===== src/rtl/p2s_pkg.sv =====
// rtl/p2s_pkg.sv - shared parameters, ID width helper and channel ID type for the p2s arbiter slice
package p2s_pkg;

   localparam int N_DEF = 8;
   localparam int M_DEF = 4;

   // A single channel still needs a one-bit ID field.
   function automatic int clog2_min1(input int v);
      return (v <= 2) ? 1 : $clog2(v);
   endfunction

   typedef logic [clog2_min1(M_DEF)-1:0] ch_id_t;

endpackage


===== src/rtl/rr_pick.sv =====
// rtl/rr_pick.sv - combinational rotate-priority picker, searches from last+1 with wrap
module rr_pick
   import p2s_pkg::*;
#(
   parameter int M = M_DEF,
   localparam int ID_W = clog2_min1(M)
) (
   input  logic [M-1:0]    req,
   input  logic [ID_W-1:0] last,
   output logic [ID_W-1:0] gnt_idx,
   output logic            any
);

   logic [ID_W-1:0] idx;

   always_comb begin
      gnt_idx = '0;
      any     = 1'b0;
      idx     = '0;
      for (int k = 1; k <= M; k++) begin
         idx = ID_W'((int'(last) + k) % M);
         if (!any && req[idx]) begin
            any     = 1'b1;
            gnt_idx = idx;
         end
      end
   end

endmodule


===== src/rtl/p2s_arbiter.sv =====
// rtl/p2s_arbiter.sv - M-channel round-robin arbiter with burst lock feeding a shared p2s serializer
module p2s_arbiter
   import p2s_pkg::*;
#(
   parameter int N     = N_DEF,
   parameter int M     = M_DEF,
   parameter int BURST = 4,
   localparam int ID_W = clog2_min1(M)
) (
   input  logic            clk,
   input  logic            rst,
   input  logic [M-1:0]    ch_en,
   input  logic [M*N-1:0]  in_data,
   input  logic [M-1:0]    in_valid,
   output logic [M-1:0]    in_ready,
   output logic [N-1:0]    m_data,
   output logic [ID_W-1:0] m_id,
   output logic            m_valid,
   input  logic            m_ready,
   output logic            busy
);

   localparam int              CNT_W    = $clog2(BURST + 1);
   localparam logic [ID_W-1:0] LAST_RST = ID_W'(M - 1);

   logic [ID_W-1:0]  last;
   logic [ID_W-1:0]  owner;
   logic [ID_W-1:0]  pick_idx;
   logic [ID_W-1:0]  grant;
   logic [CNT_W-1:0] burst_cnt;
   logic [CNT_W-1:0] cnt_nxt;
   logic             lock;
   logic             load;
   logic             pick_any;
   logic             cont;
   logic [M-1:0]     elig;
   logic [N-1:0]     word [M];

   assign load = !m_valid || m_ready;
   assign elig = in_valid & ch_en;
   assign busy = m_valid || lock;

   rr_pick #(.M(M)) u_pick (
      .req     (elig),
      .last    (last),
      .gnt_idx (pick_idx),
      .any     (pick_any)
   );

   // The burst only continues while the owner keeps offering; any gap re-enters rotation.
   always_comb begin
      cont     = lock && elig[owner];
      grant    = cont ? owner : pick_idx;
      cnt_nxt  = cont ? burst_cnt + CNT_W'(1) : CNT_W'(1);
      in_ready = '0;
      for (int i = 0; i < M; i++) begin
         word[i]     = in_data[i*N +: N];
         in_ready[i] = load && pick_any && !rst && (grant == ID_W'(i));
      end
   end

   always_ff @(posedge clk) begin
      if (rst) begin
         m_valid   <= 1'b0;
         m_data    <= '0;
         m_id      <= '0;
         last      <= LAST_RST;
         owner     <= '0;
         burst_cnt <= '0;
         lock      <= 1'b0;
      end else if (load) begin
         if (pick_any) begin
            m_data    <= word[grant];
            m_id      <= grant;
            m_valid   <= 1'b1;
            last      <= grant;
            owner     <= grant;
            burst_cnt <= cnt_nxt;
            lock      <= (cnt_nxt < CNT_W'(BURST));
         end else begin
            m_valid <= 1'b0;
            lock    <= 1'b0;
         end
      end else if (!ch_en[owner]) begin
         lock <= 1'b0;
      end
   end

endmodule


===== config.mk =====
export PLATFORM = sky130hd
export DESIGN_NAME = p2s_arbiter
export DESIGN_NICKNAME = d
export VERILOG_FILES = /design/src/rtl/p2s_pkg.sv /design/src/rtl/rr_pick.sv /design/src/rtl/p2s_arbiter.sv
export SDC_FILE = /design/constraint.sdc
export NUM_CORES = 1
export LEC_CHECK = 0
export ABC_AREA = 1
export CORE_AREA = 2 2 96 52
export DETAILED_ROUTE_END_ITERATION = 8
export DIE_AREA = 0 0 98 54
export GPL_TIMING_DRIVEN = 0
export MAX_ROUTING_LAYER = met4
export PLACE_DENSITY = 0.66
export SLEW_MARGIN = 30
export SYNTH_ARGS = -nofsm -noshare
export SYNTH_HDL_FRONTEND = slang
export SYNTH_SLANG_ARGS = --single-unit

===== constraint.sdc =====
create_clock -name clk -period 1.8 [get_ports clk]
set_input_delay 0.36 -clock clk [delete_from_list [all_inputs] [get_ports clk]]
set_output_delay 0.36 -clock clk [all_outputs]
set_load 0.05 [all_outputs]

==> summary.md <==
| Metric | Value |
|---|---|
| Status | finished, violations left |
| Failing checks | negative setup slack |
| Startpoint Class | flop |
| Starting DRC count in detailed routing | 97 |
| Vias in the first global route | approximately 1,700 |
| Max Cap Viol | 0 |
| Initial antenna violation count | 0 |
| Worst Hold Class | flop to flop |
| CP Max Fanout | 6 |
| Syn-to-layout area delta | 102% |
| Die area | approximately 5300 sq um |
| Worst path bufs/invs | 6 |
| Reg2reg end | m_data[3] |
| Hold path startpoint | burst_cnt[0] |
| Worst slew pin tran | between 500 and 600 ps |
| Rel. slew slack | 65.9% |
| Pre-CTS WS | -1550 ps |
| Clk slew on worst S/H paths | 60 ps |
| Final #Nets | 378 |
| Arrival time worst endpoint | 2050 ps |
| Worst r2r src | last[0] |
| Hold EP | burst_cnt[0] |
| DP Cell Count | 354 |
| Largest delay contributor family on the critical path | simple AND/OR/NAND/NOR gates |
| Post-route ant nets | 0 |
| Seq/Total Area, Yosys | 24.7% |
| Util after Layout | between 60% and 70% |
| DRC | 0 |
| Die Y-Extent | 54 um |
| Clk_lat worst skew | about 250 ps |
| Depth of the worst hold-timing path | 1 |
| Non-filler cells, final | between 300 and 400 |
| Crit. End Element | output pin |
| Root Buffer Master | clkbuf_8 |
| Final wirelength | between 5000 and 6000 um |
| Final setup TNS | -5640 ps |
| Crit Path Class | flop to output pin |
| Synth top area share | about 25% |
| TritonCTS clock tree | built |
| Pwr Density | 2380 nW/um^2 |
| Diode count | 0 |
| Leading cell type in the layout, fill and taps excluded | nand2_1 |
| R2r setup slk | -530 ps |
| Via count | around 2,000 |
| Largest area contributor in the netlist | dfxtp_1 |
| Core ar. | roughly 4600 sq um |
| Port Buf Inserts | 58 |
| Total power | about 0.0066 W |
| Fmax | 414 MHz |
| Dpl hpwl | 3750 um |
| Footprint of the multi-input gates | 1230 sq um |
| Post-synth cell types | 26 |
| Pre-antenna DRT Iters | 4 |
| Most frequent cells in the layout | 45 x nand2_1, 40 x clkdlybuf4s50_1, 31 x nand3_1, 27 x buf_4, 23 x nand2_2 |
| Initial Utilization | 30.1% |
| Fin. Hold Viols | 0 |
| Fill count | 395 |
| Synth Net Count | 280 |
| Final Critical Period | 2410 ps |
| Final Max Tran Viols | 0 |
| Routability cong. | 0.926 |
| Sink Count | 17 |
| Layout cells sized above 1 | 41.1% |
| Final period utilization | 134% |
| Boundary Pins | 59 |
| Crit path largest cell delay | 330 ps |
| Largest net degree at the start of global routing | 11 |
| Register Area | 353 sq um |
| CTS H-tree lvls | 1 |
| Width of the die | 98 um |
| Yosys reg bits | 17 |
| Synth area leaders | dfxtp_1 25%, nand2_1 20%, nand3_1 17%, nor2_1 7.1%, o21ai_0 4.7% |
| P_leak | 1.33 nW |
| Worst setup margin | -615 ps |
| Worst R2R Path Depth | 21 |
| Post-detailed-route via-to-cell ratio | 5.01 |
| Req. time, crit path | 1440 ps |
| First-pass GRT wire length | 8600 um |
| Levels on crit path | 15 |
| Clock buffer depth | 2 |
| Synth Instances | 236 |
| FP Rows | 18 |
| Clock Skews | approximately 3.4 ps |
| Setup violators final | 21 |
| Cell Area, Synth | 1380 sq um |
| Remaining global-route overflow | 0 |
| Mean area per synthesized cell | 5.84 sq um |
| Unrepaired setup endpoints after global routing | true |
| Crit-path cells | inv_2, buf_6, nand2_4, nand2_4, nand2_4, nand2_4, buf_6, nand3_4, inv_4, nand3_2, nand3_2, nand2_2, buf_6, nor3_4, buf_6 |
| Slowest cell on crit path | dfxtp_2 |
| CTS Buf Count | 3 |
| VDD IR max | 1.07 mV |
| GRT Util Overall | 21.2% |
| Yosys Warn Count | 0 |
| WL/cell | 14.6 um |
-- final cells by class --
cell class / instances / area share [%]
Timing Repair Buffer: 93 / 32.2
Tap cell: 60 / 2.70
Multi-Input combinational cell: 193 / 44.2
Clock inverter: 1 / 0.180
Sequential cell: 17 / 12.7
Inverter: 17 / 2.61
Clock buffer: 3 / 1.48
Buffer: 9 / 3.91
-- synth_stat cells --
| master | n |
|---|---|
| inv_1 | 12 |
| nor2_1 | 26 |
| inv_2 | 5 |
| nor3b_1 | 1 |
| o21ai_1 | 1 |
| dfxtp_1 | 17 |
| nand2_2 | 5 |
| nand4_1 | 1 |
| or2_2 | 1 |
| nor3_1 | 4 |
| nand3_2 | 1 |
| nand3b_1 | 1 |
| buf_4 | 3 |
| clkbuf_1 | 1 |
| nand2_4 | 1 |
| a31oi_1 | 1 |
| ha_1 | 1 |
| o21ai_0 | 13 |
| nand3_1 | 48 |
| o211ai_1 | 3 |
| buf_2 | 3 |
| nor2_4 | 2 |
| nand2_1 | 75 |
| a21oi_1 | 7 |
| buf_6 | 2 |
| a31oi_4 | 1 |
-- report_power, final --
part           total (W)  internal [W]  switching [W]  leakage (nW)
logic            0.00570       0.00245        0.00326          1.17
registers       0.000643      0.000534       0.000109         0.143
clock network   0.000273      0.000153       0.000120        0.0255
-- worst reg2reg max path: stages (launching register included) --
cell and delay, ps:
dfxtp_2 330, inv_2 70, buf_6 140, nand2_4 60
nand2_4 90, nand2_4 60, nand2_4 100, buf_6 110
nand3_4 70, inv_4 80, nand3_2 60, nand3_2 70
nand2_2 70, buf_4 140, buf_4 130, buf_4 120
buf_4 120, buf_4 120, nand3_2 60, nand3_2 90
nor2_2 100, nor2_1 50
-- sequential cells by signal, summed over array words and instances (netlist names) --
signal,cells
burst_cnt,3
last,2
lock,1
m_data,8
m_valid,1
owner,2
-- cells by family after synthesis --
family	synth area share [%]
flops	24.7
fa+ha+maj	0.908
compound gates	11.3
simple gates	53.9
buf+inv	9.26
-- worst max-delay path by stage --
stage | endpoint | startpoint | slack [ps]
floorplan | in_ready[1] | last[0] | -330
finish | in_ready[3] | last[0] | -610
global placement | in_ready[1] | ch_en[0] | -1530
global route | in_ready[3] | last[0] | -730
detailed placement | in_ready[3] | ch_en[3] | -1550
CTS | in_ready[3] | last[0] | -620
-- routing by layer --
metal  wire length [um]  vias up  part of all wire [%]  track usage, %
met1               2820      906                    49            32.3
li1                   -      981                     -               -
met2               2400       75                    42            29.3
met3                459        8                   8.0            3.25
met5                  0        -                     0               -
met4                 49        0                  0.86            3.01
-- per-stage QoR --
stage,hold slack [ps],cell area [sq um]
final,485,2780
after detailed placement,470,2160
after global placement,460,2160
after global routing,523,2780
after CTS,480,2510
after floorplan,419,1500
-- repair_timing --
action / in CTS / in global routing
resized for setup: 74 / 57
setup endpoints to repair: 23 / 25
gates cloned: 1 / 1
setup buffers: 26 / 8
pin swaps: 24 / 30
endpoints found under the hold margin: 0 / 0
hold buffers: 0 / 0
Power figures use the tool's default switching activity.
